File: src/rtl/mdu_pkg.sv
// Shared definitions for the iterative multiply/divide unit: op codes,
// FSM state encoding, widths and the iteration count.
package mdu_pkg;

  localparam int unsigned DW    = 16;
  localparam int unsigned RID_W = 3;
  localparam int unsigned ITER  = 16;
  localparam int unsigned CNT_W = 5;

  typedef enum logic [1:0] {
    MULLO = 2'b00,
    MULHI = 2'b01,
    DIVQ  = 2'b10,
    DIVR  = 2'b11
  } op_e;

  typedef enum logic [1:0] {
    IDLE = 2'b00,
    RUN  = 2'b01,
    DONE = 2'b10
  } state_e;

  function automatic logic is_div(input op_e op);
    return op[1];
  endfunction

endpackage

File: src/rtl/mdu_addsub.sv
// W-bit add/subtract with carry-out; in subtract mode carry-out = 1 means no borrow.
module mdu_addsub #(
  parameter int unsigned W = 17
) (
  input  logic [W-1:0] a_i,
  input  logic [W-1:0] b_i,
  input  logic         sub_i,
  output logic [W-1:0] sum_o,
  output logic         cout_o
);

  logic [W-1:0] b_eff;

  always_comb begin
    b_eff           = sub_i ? ~b_i : b_i;
    {cout_o, sum_o} = {1'b0, a_i} + {1'b0, b_eff} + {{W{1'b0}}, sub_i};
  end

endmodule

File: src/rtl/mul_div_unit.sv
// Iterative unsigned multiply (shift-add) / divide (restoring) unit, 16 RUN cycles.
// Define MUL_DIV_UNIT_DIV_EN to build the divider; otherwise DIVQ/DIVR return 0 after 1 cycle.
module mul_div_unit #(
  parameter int unsigned DW    = mdu_pkg::DW,
  parameter int unsigned RID_W = mdu_pkg::RID_W
) (
  input  logic             CLK,
  input  logic             RST,
  input  logic             Start,
  input  logic [1:0]       Op,
  input  logic [DW-1:0]    Op_A,
  input  logic [DW-1:0]    Op_B,
  input  logic [RID_W-1:0] Dst_ID,
  output logic             Busy,
  output logic             Done,
  output logic [DW-1:0]    Result,
  output logic [RID_W-1:0] Res_W_ID,
  output logic             Div_By_Zero
);

  import mdu_pkg::*;

  state_e             state_q, state_d;
  logic [CNT_W-1:0]   cnt_q, cnt_d;
  op_e                op_q, op_d;
  logic [DW-1:0]      opnd_q, opnd_d;
  logic [DW-1:0]      hi_q, hi_d;
  logic [DW-1:0]      lo_q, lo_d;
  logic [RID_W-1:0]   dst_q, dst_d;
  logic [DW-1:0]      res_q, res_d;
  logic [RID_W-1:0]   id_q, id_d;
  logic               dbz_q, dbz_d;

  logic               run_last;
  logic [DW:0]        add_a, add_b, add_sum;
  logic               add_sub, add_cout;

  mdu_addsub #(.W(DW + 1)) u_addsub (
    .a_i   (add_a),
    .b_i   (add_b),
    .sub_i (add_sub),
    .sum_o (add_sum),
    .cout_o(add_cout)
  );

`ifdef MUL_DIV_UNIT_DIV_EN
  logic div_zero;
  assign div_zero = is_div(op_q) && (opnd_q == '0);
`else
  logic unused_cout;
  assign unused_cout = add_cout;
`endif

  // Divide-by-zero (or a removed divider) finishes after a single RUN cycle.
  always_comb begin
    run_last = (cnt_q == CNT_W'(ITER - 1));
`ifdef MUL_DIV_UNIT_DIV_EN
    if (div_zero) run_last = 1'b1;
`else
    if (is_div(op_q)) run_last = 1'b1;
`endif
  end

  always_ff @(posedge CLK or posedge RST) begin
    if (RST) state_q <= IDLE;
    else     state_q <= state_d;
  end

  always_comb begin
    state_d = state_q;
    case (state_q)
      IDLE:    if (Start) state_d = RUN;
      RUN:     if (run_last) state_d = DONE;
      DONE:    state_d = Start ? RUN : IDLE;
      default: state_d = IDLE;
    endcase
  end

  always_comb begin
    Busy = (state_q == RUN);
    Done = (state_q == DONE);
  end

  // Multiply shifts the product right through {hi,lo}; divide shifts the
  // dividend left out of lo into the remainder in hi, quotient bits enter lo.
  always_comb begin
    add_a   = {1'b0, hi_q};
    add_b   = {1'b0, opnd_q};
    add_sub = 1'b0;
`ifdef MUL_DIV_UNIT_DIV_EN
    if (is_div(op_q)) begin
      add_a   = {hi_q, lo_q[DW-1]};
      add_sub = 1'b1;
    end
`endif
  end

  always_comb begin
    cnt_d  = cnt_q;
    op_d   = op_q;
    opnd_d = opnd_q;
    hi_d   = hi_q;
    lo_d   = lo_q;
    dst_d  = dst_q;
    res_d  = res_q;
    id_d   = id_q;
    dbz_d  = dbz_q;
    case (state_q)
      IDLE, DONE: begin
        if (Start) begin
          op_d   = op_e'(Op);
          opnd_d = Op[1] ? Op_B : Op_A;
          lo_d   = Op[1] ? Op_A : Op_B;
          hi_d   = '0;
          dst_d  = Dst_ID;
          cnt_d  = '0;
        end
      end
      RUN: begin
        cnt_d = cnt_q + CNT_W'(1);
        if (!is_div(op_q)) begin
          if (lo_q[0]) {hi_d, lo_d} = {add_sum, lo_q[DW-1:1]};
          else         {hi_d, lo_d} = {1'b0, hi_q, lo_q[DW-1:1]};
        end
`ifdef MUL_DIV_UNIT_DIV_EN
        else if (!div_zero) begin
          hi_d = add_cout ? add_sum[DW-1:0] : add_a[DW-1:0];
          lo_d = {lo_q[DW-2:0], add_cout};
        end
`endif
        if (run_last) begin
          id_d  = dst_q;
          dbz_d = 1'b0;
          case (op_q)
            MULLO:   res_d = lo_d;
            MULHI:   res_d = hi_d;
`ifdef MUL_DIV_UNIT_DIV_EN
            DIVQ:    res_d = div_zero ? '1 : lo_d;
            DIVR:    res_d = div_zero ? lo_q : hi_d;
`endif
            default: res_d = '0;
          endcase
`ifdef MUL_DIV_UNIT_DIV_EN
          dbz_d = div_zero;
`endif
        end
      end
      default: ;
    endcase
  end

  always_ff @(posedge CLK or posedge RST) begin
    if (RST) begin
      cnt_q  <= '0;
      op_q   <= MULLO;
      opnd_q <= '0;
      hi_q   <= '0;
      lo_q   <= '0;
      dst_q  <= '0;
      res_q  <= '0;
      id_q   <= '0;
      dbz_q  <= 1'b0;
    end else begin
      cnt_q  <= cnt_d;
      op_q   <= op_d;
      opnd_q <= opnd_d;
      hi_q   <= hi_d;
      lo_q   <= lo_d;
      dst_q  <= dst_d;
      res_q  <= res_d;
      id_q   <= id_d;
      dbz_q  <= dbz_d;
    end
  end

  assign Result      = res_q;
  assign Res_W_ID    = id_q;
  assign Div_By_Zero = dbz_q;

endmodule

File: config.mk
export PLATFORM = sky130hd
export DESIGN_NAME = mul_div_unit
export DESIGN_NICKNAME = d
export VERILOG_FILES = /design/src/rtl/mdu_pkg.sv /design/src/rtl/mdu_addsub.sv /design/src/rtl/mul_div_unit.sv
export SDC_FILE = /design/constraint.sdc
export NUM_CORES = 1
export LEC_CHECK = 0
export ABC_CLOCK_PERIOD_IN_PS = 2000
export BUFFER_PORTS_ARGS = -buffer_cell sky130_fd_sc_hd__buf_2
export CORE_ASPECT_RATIO = 1.75
export CORE_MARGIN = 2
export CORE_UTILIZATION = 53
export DETAILED_ROUTE_END_ITERATION = 7
export HOLD_SLACK_MARGIN = 0.1
export PLACE_DENSITY = 0.77
export SYNTH_ARGS = -nofsm -noshare
export SYNTH_HDL_FRONTEND = slang
export SYNTH_SLANG_ARGS = --single-unit
File: constraint.sdc
create_clock -name CLK -period 2 [get_ports CLK]
set_input_delay 0.1 -clock CLK [delete_from_list [all_inputs] [get_ports CLK]]
set_output_delay 0.1 -clock CLK [all_outputs]
set_load 0.02 [all_outputs]
[After elaboration in Yosys (flattened, before gate mapping)]
Index checks and enable logic that the tools add are counted.
Cells by class
  div/mod/pow operators: 0
  $add $sub $neg: 2
  multiply operators: 0
  order comparisons: 0
  bitwise logic cells: 0
  shift-type cells: 0
  mux-type cells: 18
  reductions and logical operators: 8
  eq/ne operators: 7
Operators by type and width (number)
  $mux W16: 8
  $pmux W16 S2: 3
  $add A16 B16 Y17: 1
  $pmux W5 S2: 1
  $reduce_and A2 Y1: 4
  $pmux W2 S3: 1
  $add A5 B1 Y5 const B: 1
  $eq A5 B4 Y1 const B: 1
  $mux W5: 1
  $eq A2 B1 Y1 const B: 2
  $logic_not A2 Y1: 2
  $mux W2: 2
  $ne A2 B2 Y1 const B: 2
  $eq A2 B2 Y1 const B: 1
  $mux W1: 2
  $ne A2 B1 Y1 const B: 1
  $reduce_bool A2 Y1: 1
  $reduce_or A2 Y1: 1
Storage, ports and cells
  register bits: 79
  memory bits (writable): 0
  ROM bits: 0
  bits of input ports: 40
  latch bits: 0
  memories: 0
  logic and storage cells: 44

[Longest topological paths before layout]
  word-level depth: 4
  depth in mapped cells: 9
  gate-level depth less buffers: 8

[Modules after synthesis]
A second synthesis with hierarchy kept.
Second synthesis, totals
  cell total of the unflattened synthesis: 493
  area total of the unflattened synthesis: 4883.4 um2
By module, submodules not included
  mul_div_unit: seq. area each 1976.9 um2, area an instance 3808.7 um2, times used 1, cells an instance 352
  mdu_addsub: seq. area each 0.0 um2, area an instance 1074.8 um2, times used 1, cells an instance 141

[Worst setup path before layout]
OpenSTA, ideal clock, no wires.
  path type: register -> register
  start: reg opnd_q[0]
  end: reg res_q[3], in the netlist Result[3]
  buffers on the path: 0
  arrival time: 2.058 ns
  required time: 1.935 ns
  stages on the path, launching flop included: 9
  setup slack: -0.123 ns
  library setup time: 0.065 ns
  cells stage by stage: dfrtp_1 ha_1 fa_1 a21o_1 a21oi_1 xnor2_1 mux2i_1 a2111oi_0 a21o_1
Between the ends
  cells in the longest elaborated chain, start to end: 4
RTL lines
  from (decl): line mul_div_unit.sv:26  | logic [DW-1:0] opnd_q, opnd_d;
  from (signal assigned): line mul_div_unit.sv:166  | opnd_q <= opnd_d;
  $add A16 B16 Y17: line mdu_addsub.sv:16  | {cout_o, sum_o} = {1'b0, a_i} + {1'b0, b_eff} + {{W{1'b0}}, sub_i};
  $mux W16: line mul_div_unit.sv:122  | if (lo_q[0]) {hi_d, lo_d} = {add_sum, lo_q[DW-1:1]};
  $mux W16: line mul_div_unit.sv:121  | if (!is_div(op_q)) begin
  $pmux W16 S2: line mul_div_unit.sv:134  | case (op_q)
  to (signal assigned): line mul_div_unit.sv:170  | res_q <= res_d;
  to (decl): line mul_div_unit.sv:30  | logic [DW-1:0] res_q, res_d;
Every way passes these cells.
A chain may end at the register's enable or synchronous reset.

[Worst setup path after layout]
Same ends and word-level chain as after synthesis.

==> metrics.md <==
| Metric | Value |
|---|---|
| Synth Area in Compound Gates | `0.216` |
| Most frequent cells in the layout | `76 x dfrtp_1, 75 x nand2_1, 64 x buf_4` |
| CTS Buf Count | `9` |
| Detailed-route wire length | `15,600 um` |
| Sequential area share after synthesis | `0.422` |
| Antenna diodes | `0` |
| Syn Std Cell Area | `4690 um^2` |
| Max Slew Vio Count | `0` |
| Layer carrying the most global-route usage | `met2` |
| Max_cap viols | `0` |
| Layout Cells excl Fill | `752` |
| GRT Total Usage | `0.341` |
| R2r startpoint | `opnd_q[0]` |
| Reg clk slew, reported paths | `0.07 ns` |
| H-tree depth | `3` |
| Vias in the first global route | `4,724` |
| Most common cell after layout, fill and taps aside | `dfrtp_1` |
| IO buf count | `60` |
| Die W | `75.1 um` |
| Nets | `689` |
| Clock tree buffer depth | `2` |
| Unrepaired setup endpoints after global routing | `yes` |
| Failing checks | `setup timing` |
| Detailed Routing Iterations Pass 1 | `5` |
| DRT antenna net count | `0` |
| HP Class | `input pin to register` |
| Vias/cell | `6.18` |
| WL/cell | `20.7 um` |
| Avg Cell Area, Syn | `9.53 um^2` |
| Power Dens Cells | `1790 nW/um^2` |
| Final worst slack | `-0.200 ns` |
| Post-DP HPWL | `10,300 um` |
| Largest net degree at the start of global routing | `60` |
| CTS sink count | `79` |
| Mux cell area share after synthesis | `0.0921` |
| Clock Skew | `0.00726 ns` |
| Crit path to | `Result[3]` |
| Async SR Flop Fraction | `1.00` |
| Yosys reg bits | `79` |
| Crit Path Category | `register to register` |
| Hold Vio Cnt, Final | `0` |
| Cell Rows | `45` |
| Library cells used by synthesis | `66` |
| Share of layout cells above drive strength 1 | `0.346` |
| Clock latency on the worst-skew pair | `0.34 ns` |
| Met2 GRT Util | `0.560` |
| Inst Count DP | `702` |
| Critical Path Start Type | `register` |
| Core area | `8610 um^2` |
| Tmin final | `2.20 ns` |
| Max VDD drop | `1.17 mV` |
| Cells after synthesis | `492` |
| Worst Path Required | `2.28 ns` |
| Vert. Die Dim | `128 um` |
| Number of synthesized flops with an enable pin | `0` |
| Root buffer cell | `clkbuf_16` |
| Top_reg_cell synth | `dfrtp_1` |
| Fmax | `0.454 GHz` |
| Crit path arrival time | `2.48 ns` |
| Ports | `62` |
| P_leak | `0.00310 uW` |
| Final setup viols | `21` |
| Syn-to-layout area delta | `38.9%` |
| GPL Wtd Cong | `0.923` |
| CP startpoint | `opnd_q[0]` |
| Max-slew headroom | `0.639` |
| Simple-gate area share of the yosys netlist | `0.164` |
| TritonCTS clock tree | `yes` |
| R2R cell count | `8` |
| Die area | `9640 um^2` |
| Initial antenna violation count | `0` |
| Crit path capture type | `register` |
| Worst-Margin Slew | `0.527 ns` |
| First-pass GRT wire length | `24,200 um` |
| Initial core utilization | `0.544` |
| Post-Synth XOR/XNOR Area | `0.0168` |
| Initial DRC count | `352` |
| CP max stage cell | `dfrtp_1` |
| Most used cell, CP | `a21o_1` |
| Max incr delay on CP | `0.40 ns` |
| Met1 Use GR | `0.391` |
| Power, Total | `11,700 uW` |
| Crit share post-route | `1.10` |
| Synthesized Nets | `551` |
| GR met3 Demand/Resource | `0.0611` |
| Reg2Reg Setup Slack | `-0.20 ns` |
| Vias post-DR | `4,647` |
| Residual DRC count | `0` |
| CP cell instances | `ha_2, fa_2, a21o_1, a21oi_2, xnor2_1, mux2i_2, a2111oi_4, a21o_1` |
| Synth warn | `0` |
| Main combinational cell family by area after synthesis | `compound AO/OA/AOI/OAI gates` |
| Crit Path Max Fanout | `3` |
| FF-to-FF End | `Result[3]` |
| Status | `complete, but fails checks` |
| Worst slack at placement | `-0.423 ns` |
| Post-Synth Adder-Cell Area | `0.0523` |
| GRT Residual Overflow | `0` |
[flip-flops by register name, summed over array words and instances, names as in the netlist]
register	cells
op_q	2
opnd_q	16
hi_q	16
dst_q	3
lo_q	16
cnt_q	5
state_q	2
Res_W_ID	3
Result	16
[cells by family after synthesis]
kind of cell / count (synthesis)
simple gates: 164
compound gates: 140
flops: 79
mux: 43
buf+inv: 37
fa+ha+maj: 19
xor+xnor: 9
other cells: 1
[critical path: cells and delay by family, from the launching register on]
kind	cells	cell delay, ns
AOI/OAI and AO/OA	4	0.84
adders and majority gates	2	0.58
DFF	1	0.40
xor gates and xnor gates	1	0.17
muxes	1	0.15
[routing by layer]
metal	part of all wire	wire, um	up-vias
met3	0.046	714	61
met5	0	0	-
met2	0.53	8190	191
li1	-	-	2090
met1	0.36	5660	2305
met4	0.064	1000	0
[final cells by class]
type                            instances  area [um^2]
Clock buffer                            9          225
Clock inverter                          7         90.1
Fill cell                             537         2100
Inverter                                7         35.0
Multi-Input combinational cell        376         2890
Sequential cell                        79         1980
Tap cell                              117          146
Timing Repair Buffer                  157         1140
[cells in the mapped netlist, drive strengths merged, types with 12 or more instances]
master	instances	area (um^2)
dfrtp	79	1980
nand2	76	285
o21ai	51	270
mux2i	42	420
nor2	30	113
a21oi	22	133
nand3	20	105
ha	18	225
clkbuf	17	63.8
buf	13	72.6
a21o	12	97.6
[worst min path at each step]
stage	from	to	slack, ns	cells past startpoint
final	Op_A[15]	opnd_q[15]	0.10	3
after global routing	Op_A[15]	opnd_q[15]	0.14	3
after CTS	Op_A[4]	opnd_q[4]	0.10	3
after detailed placement	RST	Result[13]	0.17	2
after global placement	RST	Result[13]	0.16	2
after floorplan	Dst_ID[0]	dst_q[0]	0.21	2
[power breakdown]
group	internal [uW]	switching (uW)	leakage [uW]
registers	2310	763	0.000988
logic	3050	3820	0.00195
clock network	999	732	0.000156
total	6360	5320	0.00310
[stage by stage]
step	hold WS (ns)	setup TNS, ns	utilization	cell area [um^2]
finish	0.101	-2.43	0.756	6510
global route	0.138	-3.78	0.756	6510
CTS	0.102	-1.76	0.731	6290
detailed placement	0.174	-3.17	0.641	5520
global placement	0.161	-1.98	0.641	5520
floorplan	0.205	-0.000449	-	4700
[timing repair]
item,4_1_cts,5_1_grt
setup endpoints to repair,24,27
gates resized for setup,39,29
endpoints found under the hold margin,35,0
hold buffers,27,0
gates cloned,0,0
buffers inserted,3,6
pin swaps,19,20
Note: power is estimated with default switching activity, not from simulation.
